File: src/rtl/hpram_cmd_arbiter_pkg.sv
// Shared types and constants for the HyperRAM command arbiter.
// Holds the FSM state encoding, the command-bit encoding and a width helper.
// Combinational only; nothing here carries state or flow control.
package hpram_cmd_arbiter_pkg;

  typedef enum logic [1:0] {
    ST_IDLE     = 2'd0,
    ST_WR_BURST = 2'd1,
    ST_RD_WAIT  = 2'd2,
    ST_GAP      = 2'd3
  } arb_state_t;

  localparam logic CMD_WR = 1'b1;
  localparam logic CMD_RD = 1'b0;

  // Ceiling log2, never below 1 so a derived counter always has a bit.
  function automatic int clog2(input int value);
    int r;
    r = 0;
    while ((1 << r) < value) r++;
    if (r < 1) r = 1;
    return r;
  endfunction

endpackage

File: src/rtl/hpram_arb_rr2.sv
// Two-way round-robin picker; requester 1 may be forced to win by urgent_i.
// Latency: purely combinational, grant valid in the same cycle as req_i.
// Backpressure: none; the caller decides when a grant is actually taken.
module hpram_arb_rr2
  import hpram_cmd_arbiter_pkg::*;
(
  input  logic [1:0] req_i,
  input  logic       urgent_i,
  input  logic       last_i,
  output logic [1:0] grant_o
);

  // Urgent override first, then alternate on a tie, else the lone requester.
  always_comb begin
    grant_o = 2'b00;
    if (req_i[1] && urgent_i) begin
      grant_o = 2'b10;
    end else if (&req_i) begin
      grant_o = last_i ? 2'b01 : 2'b10;
    end else begin
      grant_o = req_i;
    end
  end

endmodule

File: src/rtl/hpram_cmd_arbiter.sv
// Shares the HyperRAM command port between the video write and read channels.
// Latency: grant, O_cmd_en and ack appear one cycle after arbitration in IDLE.
// Backpressure: requests hold until acked; bursts are fixed length, then a gap.
// Optional grant statistics ports are built when HPRAM_ARB_STATS_EN is defined.
module hpram_cmd_arbiter
  import hpram_cmd_arbiter_pkg::*;
#(
  parameter int ADDR_W      = 22,
  parameter int DATA_W      = 32,
  parameter int BURST_BEATS = 16,
  parameter int CMD_GAP     = 4,
  parameter int RD_TIMEOUT  = 255
) (
  input  logic                I_dma_clk,
  input  logic                I_rst_n,
  input  logic                I_init_calib,
  input  logic                I_wr_req,
  input  logic [ADDR_W-1:0]   I_wr_addr,
  input  logic [DATA_W-1:0]   I_wr_data,
  input  logic [DATA_W/8-1:0] I_wr_mask,
  output logic                O_wr_ack,
  output logic                O_wr_data_re,
  input  logic                I_rd_req,
  input  logic [ADDR_W-1:0]   I_rd_addr,
  input  logic                I_rd_urgent,
  output logic                O_rd_ack,
  output logic                O_rd_data_valid,
  output logic [DATA_W-1:0]   O_rd_data,
  output logic                O_cmd,
  output logic                O_cmd_en,
  output logic [ADDR_W-1:0]   O_addr,
  output logic [DATA_W-1:0]   O_wr_data,
  output logic [DATA_W/8-1:0] O_data_mask,
  input  logic                I_rd_data_valid,
  input  logic [DATA_W-1:0]   I_rd_data,
  output logic                O_busy,
`ifdef HPRAM_ARB_STATS_EN
  output logic [15:0]         O_wr_grants,
  output logic [15:0]         O_rd_grants,
  output logic [15:0]         O_urgent_grants,
`endif
  output logic                O_rd_timeout
);

  localparam int BEAT_W = clog2(BURST_BEATS);
  localparam int TMO_W  = clog2(RD_TIMEOUT + 1);
  localparam int GAP_W  = clog2(CMD_GAP + 1);
  localparam logic [BEAT_W-1:0] BEAT_LAST = BEAT_W'(BURST_BEATS - 1);
  localparam logic [TMO_W-1:0]  TMO_LAST  = TMO_W'(RD_TIMEOUT);
  localparam logic [GAP_W-1:0]  GAP_LAST  = GAP_W'((CMD_GAP > 0) ? CMD_GAP - 1 : 0);
  // With no gap configured a finished burst drops straight back to IDLE.
  localparam logic GAP_EN = (CMD_GAP > 0);

  arb_state_t          state_q;
  logic [BEAT_W-1:0]   beat_q;
  logic [TMO_W-1:0]    tmo_q;
  logic [GAP_W-1:0]    gap_q;
  logic                last_rd_q;
  logic                cmd_en_q, cmd_q, wr_ack_q, rd_ack_q, wr_re_q, busy_q, tmo_flag_q;
  logic [ADDR_W-1:0]   addr_q;
  logic [1:0]          grant;
  logic                arb_ok, wr_grant, rd_grant;

  hpram_arb_rr2 u_rr2 (
    .req_i    ({I_rd_req, I_wr_req}),
    .urgent_i (I_rd_urgent),
    .last_i   (last_rd_q),
    .grant_o  (grant)
  );

  assign arb_ok   = (state_q == ST_IDLE) && I_init_calib;
  assign wr_grant = arb_ok && grant[0];
  assign rd_grant = arb_ok && grant[1];

  // Main FSM: arbitration, burst beat counting, read timeout and command gap.
  always_ff @(posedge I_dma_clk or negedge I_rst_n) begin
    if (!I_rst_n) begin
      state_q    <= ST_IDLE;
      beat_q     <= '0;
      tmo_q      <= '0;
      gap_q      <= '0;
      last_rd_q  <= 1'b1;
      cmd_en_q   <= 1'b0;
      cmd_q      <= 1'b0;
      addr_q     <= '0;
      wr_ack_q   <= 1'b0;
      rd_ack_q   <= 1'b0;
      wr_re_q    <= 1'b0;
      busy_q     <= 1'b0;
      tmo_flag_q <= 1'b0;
    end else begin
      cmd_en_q <= 1'b0;
      wr_ack_q <= 1'b0;
      rd_ack_q <= 1'b0;
      case (state_q)
        ST_IDLE: begin
          if (wr_grant) begin
            cmd_en_q  <= 1'b1;
            cmd_q     <= CMD_WR;
            addr_q    <= I_wr_addr;
            wr_ack_q  <= 1'b1;
            wr_re_q   <= 1'b1;
            busy_q    <= 1'b1;
            last_rd_q <= 1'b0;
            beat_q    <= '0;
            state_q   <= ST_WR_BURST;
          end else if (rd_grant) begin
            cmd_en_q  <= 1'b1;
            cmd_q     <= CMD_RD;
            addr_q    <= I_rd_addr;
            rd_ack_q  <= 1'b1;
            busy_q    <= 1'b1;
            last_rd_q <= 1'b1;
            beat_q    <= '0;
            tmo_q     <= '0;
            state_q   <= ST_RD_WAIT;
          end
        end
        ST_WR_BURST: begin
          if (beat_q == BEAT_LAST) begin
            beat_q  <= '0;
            wr_re_q <= 1'b0;
            busy_q  <= GAP_EN;
            state_q <= GAP_EN ? ST_GAP : ST_IDLE;
          end else begin
            beat_q <= beat_q + 1'b1;
          end
        end
        ST_RD_WAIT: begin
          // A final beat landing on the timeout cycle still counts as success.
          if (I_rd_data_valid && (beat_q == BEAT_LAST)) begin
            beat_q  <= '0;
            tmo_q   <= '0;
            busy_q  <= GAP_EN;
            state_q <= GAP_EN ? ST_GAP : ST_IDLE;
          end else if (tmo_q == TMO_LAST) begin
            tmo_flag_q <= 1'b1;
            beat_q     <= '0;
            tmo_q      <= '0;
            busy_q     <= GAP_EN;
            state_q    <= GAP_EN ? ST_GAP : ST_IDLE;
          end else begin
            tmo_q <= tmo_q + 1'b1;
            if (I_rd_data_valid) beat_q <= beat_q + 1'b1;
          end
        end
        ST_GAP: begin
          if (gap_q == GAP_LAST) begin
            gap_q   <= '0;
            busy_q  <= 1'b0;
            state_q <= ST_IDLE;
          end else begin
            gap_q <= gap_q + 1'b1;
          end
        end
        default: state_q <= ST_IDLE;
      endcase
    end
  end

`ifdef HPRAM_ARB_STATS_EN
  logic [15:0] wr_grants_q, rd_grants_q, urg_grants_q;

  // Saturating grant counters for bandwidth debugging.
  always_ff @(posedge I_dma_clk or negedge I_rst_n) begin
    if (!I_rst_n) begin
      wr_grants_q  <= '0;
      rd_grants_q  <= '0;
      urg_grants_q <= '0;
    end else begin
      if (wr_grant && (wr_grants_q != 16'hFFFF)) wr_grants_q <= wr_grants_q + 1'b1;
      if (rd_grant && (rd_grants_q != 16'hFFFF)) rd_grants_q <= rd_grants_q + 1'b1;
      if (rd_grant && I_rd_urgent && (urg_grants_q != 16'hFFFF)) urg_grants_q <= urg_grants_q + 1'b1;
    end
  end

  assign O_wr_grants     = wr_grants_q;
  assign O_rd_grants     = rd_grants_q;
  assign O_urgent_grants = urg_grants_q;
`endif

  assign O_cmd_en        = cmd_en_q;
  assign O_cmd           = cmd_q;
  assign O_addr          = addr_q;
  assign O_wr_ack        = wr_ack_q;
  assign O_rd_ack        = rd_ack_q;
  assign O_wr_data_re    = wr_re_q;
  assign O_busy          = busy_q;
  assign O_rd_timeout    = tmo_flag_q;
  // Write beats only reach the memory pins while a write burst is running.
  assign O_wr_data       = (state_q == ST_WR_BURST) ? I_wr_data : '0;
  assign O_data_mask     = (state_q == ST_WR_BURST) ? I_wr_mask : '0;
  // Read beats outside an outstanding read are discarded.
  assign O_rd_data_valid = (state_q == ST_RD_WAIT) && I_rd_data_valid;
  assign O_rd_data       = I_rd_data;

endmodule
File: config.mk
export PLATFORM = sky130hd
export DESIGN_NAME = hpram_cmd_arbiter
export DESIGN_NICKNAME = d
export VERILOG_FILES = /design/src/rtl/hpram_cmd_arbiter_pkg.sv /design/src/rtl/hpram_arb_rr2.sv /design/src/rtl/hpram_cmd_arbiter.sv
export SDC_FILE = /design/constraint.sdc
export NUM_CORES = 1
export LEC_CHECK = 0
export CORE_MARGIN = 1.5
export CORE_UTILIZATION = 37
export CTS_BUF_LIST = sky130_fd_sc_hd__clkbuf_8
export CTS_CLUSTER_SIZE = 25
export DETAILED_ROUTE_END_ITERATION = 10
export PLACE_DENSITY_LB_ADDON = 0.25
export REMOVE_ABC_BUFFERS = 1
export SETUP_SLACK_MARGIN = 0.1
export SLEW_MARGIN = 15
export SYNTH_ARGS = -nofsm -noshare
export SYNTH_HDL_FRONTEND = slang
export SYNTH_SLANG_ARGS = --single-unit
File: constraint.sdc
create_clock -name I_dma_clk -period 4.4 [get_ports I_dma_clk]
set_clock_uncertainty 0.1 [all_clocks]
set_input_delay 0.88 -clock I_dma_clk [delete_from_list [all_inputs] [get_ports I_dma_clk]]
set_output_delay 0.88 -clock I_dma_clk [all_outputs]
set_load 0.05 [all_outputs]
==> results.py, run 1 <==
metrics = {
    "outcome": {
        "status": "completed",
    },
    "hold_path": {
        "holdCritPathClass": "flop to flop",
    },
    "power": {
        "switchingPower_mw": 1.26,
        "p_int_mw": 1.29,
        "p_comb_share_pct": 62.4,
        "irDropWorstVdd_mv": 0.315,
        "p_leak_nw": 1.80,
        "finalPower_mw": 2.55,
        "clkPwrFrac_pct": 11.5,
        "p_seq_share_pct": 26.1,
        "powerDensity_mw_per_mm2": 607,
        "p_sw_share_pct": 49.3,
    },
    "placement": {
        "placed_cells": 496,
        "globalplace.congestion": 0.762,
        "dpl-instance-area_sq_mm": 0.00410,
        "io_buffer_count": 152,
        "hpwl_um": 6580,
    },
    "synth": {
        "ys_ff_latch": 47,
        "synthFlopType": "dfrtp_1",
        "yosysTopAreaCell": "dfrtp_1",
        "seq_area_frac_synth_pct": 43.2,
        "synth_cells": 287,
        "avgSynthCellArea_sq_um": 9.50,
        "synthArstFlopShare_pct": 100,
        "syn_area_sq_mm": 0.00273,
        "yosys_warnings": 0,
        "synth_cell_type_count": 40,
        "synth.area.top_cells": "dfrtp_1, buf_4, and2_1, a222oi_1, ha_1",
        "synth-edff-count": 0,
        "synth.top_cell.area_share_pct": 42.2,
    },
    "timing": {
        "fmax_mhz": 277,
        "setup_tns_ns": 0,
        "slew_headroom_pct": 45.4,
        "finalCritPeriodShare_pct": 82.1,
        "hold_viol": 0,
        "timing_worst_slew_pin_value_ns": 0.819,
        "period_needed_ns": 3.61,
        "slew_violations": 0,
        "rsz0062_at_grt": "false",
        "setup_viol": 0,
    },
    "detailed_routing": {
        "drtAntennaViolNets": 0,
        "routedWlPerCell_um": 17.0,
        "routed_via_density": 5.00,
        "wirelength_um": 8570,
        "dr_total_vias": 2518,
        "dr.pass1.iters": 4,
        "route.detailed.drc": 0,
        "drtIter0Drc": 206,
    },
    "global_route": {
        "grt_max_degree": 48,
        "antenna_found_initial": 0,
        "grt_pass1_wl_um": 12000,
        "grt_overflow_total": 0,
        "grt_pass1_vias": 2261,
        "grt_usage_pct": 20.5,
    },
    "floorplanning": {
        "ios": 217,
        "initial_core_util_pct": 38.0,
        "fp.dieW_um": 88.8,
        "coreArea_sq_mm": 0.00718,
        "die_height_um": 88.8,
        "num_rows": 31,
        "die_area_sq_mm": 0.00789,
    },
    "clock_network": {
        "cts_root_buf": "clkbuf_8",
        "cts_buffers": 5,
        "clk_latency_ns": 0.30,
        "h-tree-depth": 2,
        "cts.path.max_buffers": 2,
        "cts.sinks": 47,
        "cts.hold.buffers_added": 0,
        "tritoncts": "done",
        "path_clk_slew_ns": 0.09,
        "cts_resized": 0,
        "cts_setup_buffers": 0,
    },
    "final_layout": {
        "final_nets": 532,
        "final_cell_area_sq_mm": 0.00420,
        "fillers": 639,
        "final_layout_size_suffix_gt1_share_pct": 4.44,
        "antenna_cells": 0,
        "fin_cells": 504,
        "area_growth_syn_to_layout_pct": 54.2,
    },
    "flow_run": {
        "drv_cap": 0,
    },
    "critical_path": {
        "cp-end-kind": "output port",
        "critical_path_class": "flop to output port",
        "cp_max_fo": 37,
        "critPathLaunchType": "flop",
        "required_ns": 3.42,
        "arrival_ns": 2.63,
    },
}
==> state kept, by name, indices dropped and copies added, names as in the netlist <==
register and flops:
O_addr 22, tmo_q 8, beat_q 4, gap_q 3, state_q 2, O_busy 1
O_cmd 1, O_cmd_en 1, O_rd_ack 1, O_rd_timeout 1, O_wr_ack 1, O_wr_data_re 1
last_rd_q 1
==> layout by cell type (no fill, tap or decap), drive strengths merged, types with 10 or more instances in the layout <==
cell | netlist | routed
a222oi | 15 | 15
and2 | 38 | 38
clkdlybuf4s50 | 0 | 151
dfrtp | 46 | 46
inv | 24 | 24
nand2 | 18 | 18
nand3 | 10 | 10
nor2 | 13 | 13
o21ai | 21 | 21
==> routing by layer <==
layer | vias to the layer above | GRT usage (%) | wire length (um)
met2 | 143 | 32.6 | 4050
met5 | - | 3.25 | 27
met3 | 7 | 11.6 | 1150
li1 | 1191 | - | -
met1 | 1175 | 24.0 | 3290
met4 | 2 | 4.26 | 55
==> through the flow <==
stage          setup slack (ns)  hold slack (ns)  utilization [%]
2_1_floorplan              1.50            0.357                -
4_1_cts                   0.713            0.387             58.5
3_5_place_dp               1.07            0.365             57.1
3_3_place_gp               1.07            0.360             57.1
5_1_grt                   0.587            0.415             58.6
6_report                  0.787            0.384             58.6
==> path summary, 6_finish.rpt <==
path                                             start                  endpoint  slack, ns  cells after the start
min in group asynchronous                      I_rst_n     O_addr[5]$_DFFE_PN0P_       0.48                      1
worst max register to register  state_q[0]$_DFFE_PN0P_  O_wr_data_re$_DFFE_PN0P_       1.93                      8
worst min-delay path             O_addr[5]$_DFFE_PN0P_     O_addr[5]$_DFFE_PN0P_       0.38                      2
max in group asynchronous                      I_rst_n    state_q[1]$_DFFE_PN0P_       3.30                      1
worst max-delay path            state_q[1]$_DFFE_PN0P_              O_wr_data[7]       0.79                      4
worst min register to register   O_addr[5]$_DFFE_PN0P_     O_addr[5]$_DFFE_PN0P_       0.38                      2
==> cell usage after synthesis (all sizes together) (3+ instances only) <==
cell type  instances
a21o               3
a222oi            15
and2              38
buf               37
clkbuf             8
dfrtp             46
ha                 9
inv               24
mux2i              9
nand2             18
nand3             10
nor2              13
nor3               3
o21ai             21
o31ai              3
xnor2              3
==> worst max-delay path, cell delays in order, from the launching register on <==
cell,delay (ns)
dfrtp_1,0.43
inv_1,0.11
ha_1,0.70
and2_1,0.23
clkdlybuf4s50_1,0.86
==> cells by family (layout without fill, tap and decap cells) <==
family / after synthesis / count (layout) / share of synthesized area, %
multiplexers: 9 / 9 / 3.31
buffers and inverters: 69 / 187 / 14.2
XOR/XNOR: 3 / 3 / 0.964
AO/OA/AOI/OAI: 58 / 58 / 16.2
adder cells (fa/ha/maj): 9 / 9 / 4.13
flip-flops: 47 / 47 / 43.2
AND/OR/NAND/NOR: 92 / 92 / 18.0
==> final cells by class <==
type	instances	area, sq um	area share [%]
repair buffers	155	1540	36.7
flip-flops and latches	47	1180	28.0
multi-input cells	171	1160	27.7
well taps	99	124	2.95
clock buffers	7	96.3	2.29
inverters	24	90.1	2.14
clock inverters	1	7.51	0.179
==> power groups by stage <==
stage	combinational, mW	sequential, mW	clock [mW]
5_1_grt	1.69	0.685	0.321
6_report	1.59	0.665	0.294
3_3_place_gp	1.58	0.667	0
2_1_floorplan	0.670	1.04	0
3_5_place_dp	1.59	0.672	0
4_1_cts	1.60	0.665	0.304
Power figures use the tool's default switching activity.
==> run 2: changes to the inputs <==
--- a/config.mk
+++ b/config.mk
@@ -6,7 +6,7 @@
 export NUM_CORES = 1
 export LEC_CHECK = 0
 export CORE_MARGIN = 1.5
-export CORE_UTILIZATION = 37
+export CORE_UTILIZATION = 34
 export CTS_BUF_LIST = sky130_fd_sc_hd__clkbuf_8
 export CTS_CLUSTER_SIZE = 25
 export DETAILED_ROUTE_END_ITERATION = 10
==> constraint.sdc (replaced) <==
create_clock -name I_dma_clk -period 3.63 [get_ports I_dma_clk]
set_clock_uncertainty 0.1 [all_clocks]
set_input_delay 0.726 -clock I_dma_clk [delete_from_list [all_inputs] [get_ports I_dma_clk]]
set_output_delay 0.726 -clock I_dma_clk [all_outputs]
set_load 0.05 [all_outputs]
==> results.py, run 2 (same netlist as run 1, synthesis figures left out) <==
metrics = {
    "critical_path": {
        "crit_start": "state_q[1]$_DFFE_PN0P_",
        "cp_max_fo": 36,
        "arrival_ns": 2.51,
        "r2r_slack_ns": 1.22,
        "regToRegEndpoint": "tmo_q[4]$_DFFE_PN0P_",
        "crit_end": "O_wr_data[31]",
        "cp-end-kind": "output port",
        "required_ns": 2.80,
        "critPathLaunchType": "flop",
        "r2r-start": "state_q[1]$_DFFE_PN0P_",
        "reg2reg_depth": 5,
        "critical_path_class": "flop to output port",
    },
    "clock_network": {
        "cts_resized": 0,
        "clk_latency_ns": 0.30,
        "cts.hold.buffers_added": 0,
        "cts_buffers": 5,
        "cts.path.max_buffers": 2,
        "cts_setup_buffers": 0,
        "h-tree-depth": 2,
        "cts.sinks": 47,
        "path_clk_slew_ns": 0.09,
        "tritoncts": "done",
        "cts_root_buf": "clkbuf_8",
    },
    "timing": {
        "whs_ns": 0.330,
        "hold_viol": 0,
        "slew_violations": 0,
        "timing_worst_slew_pin_value_ns": 0.697,
        "setup_viol": 0,
        "period_needed_ns": 3.33,
        "fmax_mhz": 300,
        "setup_tns_ns": 0,
        "rsz0062_at_grt": "false",
        "slew_headroom_pct": 53.6,
        "finalCritPeriodShare_pct": 91.8,
    },
    "detailed_routing": {
        "routedWlPerCell_um": 17.0,
        "drtIter0Drc": 158,
        "met1Wirelength_um": 3430,
        "route.detailed.drc": 0,
        "routed_via_density": 5.03,
        "dr.max_layer_used": "met4",
        "dr_total_vias": 2557,
        "wl_met3_um": 1070,
        "drtAntennaViolNets": 0,
        "dr.pass1.iters": 6,
        "wirelength_um": 8650,
        "met2_length_um": 4070,
    },
    "placement": {
        "io_buffer_count": 152,
        "dpl-instance-area_sq_mm": 0.00411,
        "hpwl_um": 6670,
        "globalplace.congestion": 0.781,
    },
    "final_layout": {
        "largest_register_ffs": 22,
        "fillers": 689,
        "final_cell_area_sq_mm": 0.00419,
        "antenna_cells": 0,
        "final_common_cell": "clkdlybuf4s50_1",
        "area_growth_syn_to_layout_pct": 53.8,
        "final_layout_size_suffix_gt1_share_pct": 4.43,
        "final_cell_mix": "clkdlybuf4s50_1, dfrtp_1, and2_1, inv_1, o21ai_0",
        "final_nets": 533,
    },
    "floorplanning": {
        "coreArea_sq_mm": 0.00773,
        "fp.dieW_um": 92.5,
        "initial_core_util_pct": 35.3,
        "die_area_sq_mm": 0.00856,
        "die_height_um": 92.5,
        "num_rows": 32,
        "ios": 217,
    },
    "power": {
        "p_leak_nw": 1.80,
        "irDropWorstVdd_mv": 0.461,
        "finalPower_mw": 3.05,
        "powerDensity_mw_per_mm2": 727,
    },
    "flow_run": {
        "drv_cap": 0,
    },
    "global_route": {
        "grt_max_degree": 37,
        "antenna_found_initial": 0,
        "grt_overflow_total": 0,
        "grt_usage_pct": 20.0,
        "grt_pass1_wl_um": 13000,
        "grt_pass1_vias": 2428,
    },
    "hold_path": {
        "holdCritPathClass": "input pin to async pin",
    },
    "outcome": {
        "status": "completed",
    },
}
run 2: changes by cell type in the layout (fill, tap and decap cells not counted):
cell	delta
buf_2	+1
clkbuf_8	-2
clkinv_2	+1
inv_1	+1
run 2: routing by layer:
metal,track usage [%],up-vias
met5,5.13,-
met3,11.4,5
met2,32.6,135
met4,4.87,0
met1,21.9,1215
li1,-,1202
run 2: worst min path at each step:
stage	end	slack, ns	depth (start not counted)
6_report	O_addr[21]$_DFFE_PN0P_	0.33	1
5_1_grt	O_addr[21]$_DFFE_PN0P_	0.36	1
4_1_cts	O_addr[21]$_DFFE_PN0P_	0.34	1
3_5_place_dp	O_addr[3]$_DFFE_PN0P_	0.37	2
3_3_place_gp	O_cmd$_DFFE_PN0P_	0.36	1
2_1_floorplan	O_addr[0]$_DFFE_PN0P_	0.33	0
run 2: report_power, final:
part | switching [mW] | internal [mW] | total, mW
sequential | 0.109 | 0.701 | 0.809
combinational | 1.23 | 0.692 | 1.92
clock | 0.182 | 0.132 | 0.314
run 2: area by class of cell:
| class | count | area (sq um) | area share (%) |
|---|---|---|---|
| Timing Repair Buffer | 156 | 1550 | 36.9 |
| Sequential cell | 47 | 1180 | 28.1 |
| Multi-Input combinational cell | 171 | 1160 | 27.8 |
| Tap cell | 102 | 128 | 3.04 |
| Inverter | 24 | 90.1 | 2.15 |
| Clock buffer | 5 | 68.8 | 1.64 |
| Clock inverter | 3 | 16.3 | 0.388 |
run 2: metrics by stage:
| step | std cells | utilization, % | setup WS [ns] |
|---|---|---|---|
| floorplan | 242 | - | 0.884 |
| global placement | 500 | 53.1 | 0.641 |
| detailed placement | 500 | 53.1 | 0.632 |
| CTS | 508 | 54.2 | 0.266 |
| global route | 508 | 54.2 | 0.131 |
| finish | 508 | 54.2 | 0.298 |
run 2: critical path: stages, from the launching register on:
cell and delay [ns]:
dfrtp_1 0.44, inv_1 0.14, ha_1 0.31, buf_4 0.30, and2_1 0.20, clkdlybuf4s50_1 0.81
==> run 3: changes to the inputs <==
--- a/config.mk
+++ b/config.mk
@@ -10,7 +10,7 @@
 export CTS_BUF_LIST = sky130_fd_sc_hd__clkbuf_8
 export CTS_CLUSTER_SIZE = 25
 export DETAILED_ROUTE_END_ITERATION = 10
-export PLACE_DENSITY_LB_ADDON = 0.25
+export PLACE_DENSITY = 0.89
 export REMOVE_ABC_BUFFERS = 1
 export SETUP_SLACK_MARGIN = 0.1
 export SLEW_MARGIN = 15
==> results.py, run 3 (same netlist as run 1, synthesis figures left out) <==
metrics = {
    "power": {
        "switchingPower_mw": 1.53,
        "p_leak_nw": 1.83,
        "p_int_mw": 1.67,
        "p_comb_share_pct": 60.5,
        "p_sw_share_pct": 47.9,
        "clkPwrFrac_pct": 14.1,
        "irDropWorstVdd_mv": 0.426,
        "p_seq_share_pct": 25.5,
        "powerDensity_mw_per_mm2": 754,
    },
    "critical_path": {
        "crit_end": "O_wr_data[6]",
        "cp_max_fo": 40,
        "crit_path_top_delay_cell": "clkdlybuf4s50_1",
        "reg2reg_depth": 5,
        "required_ns": 2.80,
        "arrival_ns": 2.33,
        "r2r_slack_ns": 1.12,
        "r2r-start": "state_q[0]$_DFFE_PN0P_",
        "critical_path_class": "flop to output port",
        "regToRegEndpoint": "tmo_q[4]$_DFFE_PN0P_",
        "cp-end-kind": "output port",
        "slowest_delay_ns": 0.81,
        "crit_start": "state_q[1]$_DFFE_PN0P_",
        "critPathLaunchType": "flop",
        "crit_chain": "inv_1 -> ha_1 -> buf_4 -> and2_1 -> clkdlybuf4s50_1",
    },
    "timing": {
        "setup_tns_ns": 0,
        "finalCritPeriodShare_pct": 86.9,
        "fmax_mhz": 317,
        "hold_viol": 0,
        "timing_worst_slew_pin_value_ns": 0.688,
        "setup_viol": 0,
        "rsz0062_at_grt": "false",
        "slew_headroom_pct": 54.1,
        "slew_violations": 0,
        "period_needed_ns": 3.16,
    },
    "global_route": {
        "grt_overflow_total": 0,
        "grt_usage_pct": 19.9,
        "grt_pass1_vias": 2698,
        "antenna_found_initial": 0,
        "grt_pass1_wl_um": 13500,
        "grt_max_degree": 48,
    },
    "clock_network": {
        "cts.sinks": 47,
        "cts.path.max_buffers": 2,
        "cts.hold.buffers_added": 0,
        "cts_root_buf": "clkbuf_8",
        "cts_setup_buffers": 0,
        "clk_latency_ns": 0.30,
        "tritoncts": "done",
        "h-tree-depth": 2,
        "path_clk_slew_ns": 0.09,
        "cts_resized": 0,
        "cts_buffers": 5,
    },
    "floorplanning": {
        "die_height_um": 92.5,
        "ios": 217,
        "die_area_sq_mm": 0.00856,
        "fp.dieW_um": 92.5,
        "coreArea_sq_mm": 0.00773,
        "num_rows": 32,
        "initial_core_util_pct": 35.3,
    },
    "placement": {
        "globalplace.congestion": 0.812,
        "io_buffer_count": 152,
        "placed_cells": 500,
        "hpwl_um": 6520,
        "dpl-instance-area_sq_mm": 0.00411,
    },
    "final_layout": {
        "final_common_cell": "clkdlybuf4s50_1",
        "fin_cells": 508,
        "final_layout_size_suffix_gt1_share_pct": 4.43,
        "area_growth_syn_to_layout_pct": 55.6,
        "final_nets": 533,
        "final_cell_mix": "clkdlybuf4s50_1, dfrtp_1, and2_1, inv_1, o21ai_0",
        "largest_register_ffs": 22,
        "antenna_cells": 0,
        "final_cell_area_sq_mm": 0.00424,
    },
    "detailed_routing": {
        "route.detailed.drc": 0,
        "dr.pass1.iters": 8,
        "drtAntennaViolNets": 0,
        "wirelength_um": 8520,
        "drtIter0Drc": 135,
        "routedWlPerCell_um": 16.8,
        "routed_via_density": 5.06,
        "dr_total_vias": 2571,
    },
    "flow_run": {
        "drv_cap": 0,
    },
    "outcome": {
        "status": "completed",
    },
    "hold_path": {
        "holdCritPathClass": "input pin to async pin",
    },
}
## run 3: worst min path at each step
stage	startpoint	endpoint	depth (start not counted)
after global routing	I_rst_n	O_addr[21]$_DFFE_PN0P_	1
after floorplan	I_rst_n	O_addr[0]$_DFFE_PN0P_	0
after CTS	O_cmd$_DFFE_PN0P_	O_cmd$_DFFE_PN0P_	1
final	I_rst_n	O_addr[21]$_DFFE_PN0P_	1
after global placement	O_cmd$_DFFE_PN0P_	O_cmd$_DFFE_PN0P_	1
after detailed placement	O_cmd$_DFFE_PN0P_	O_cmd$_DFFE_PN0P_	1
## run 3: routing by layer
metal  vias to the layer above  track usage, %  part of all wire [%]
met5                         -            3.85                     0
met4                         0            3.46                  0.62
met3                         7            10.8                    13
met2                       157            35.0                    49
met1                      1212            20.9                    37
li1                       1195               -                     -
## run 3: cell type report
cell class / instances / area (sq um)
Multi-Input combinational cell: 171 / 1160
Inverter: 24 / 90.1
Clock buffer: 5 / 68.8
Clock inverter: 3 / 63.8
Tap cell: 102 / 128
Fill cell: 655 / 3490
Timing Repair Buffer: 156 / 1550
Sequential cell: 47 / 1180
## run 3: power by group through the flow
stage	Combinational, mW	Sequential, mW	Clock [mW]
finish	1.93	0.814	0.449
detailed placement	1.94	0.821	0
CTS	1.95	0.815	0.457
global route	2.07	0.839	0.482
floorplan	0.812	1.26	0
global placement	1.89	0.808	0
## run 3: critical path, delay by kind of cell, from the launching register on
| kind | cells | cell delay [ns] |
|---|---|---|
| and+or+nand+nor | 1 | 0.20 |
| DFF | 1 | 0.44 |
| buffers and inverters | 3 | 1.22 |
| adders and majority gates | 1 | 0.17 |
## run 3: stage by stage
stage | worst slack (ns) | power (mW) | utilization (%) | hold slack [ns]
after detailed placement | 0.668 | 2.76 | 53.1 | 0.366
after CTS | 0.431 | 3.22 | 54.9 | 0.387
after floorplan | 0.884 | 2.07 | - | 0.330
after global routing | 0.276 | 3.39 | 54.9 | 0.363
final | 0.475 | 3.20 | 54.9 | 0.318
after global placement | 0.641 | 2.70 | 53.1 | 0.360
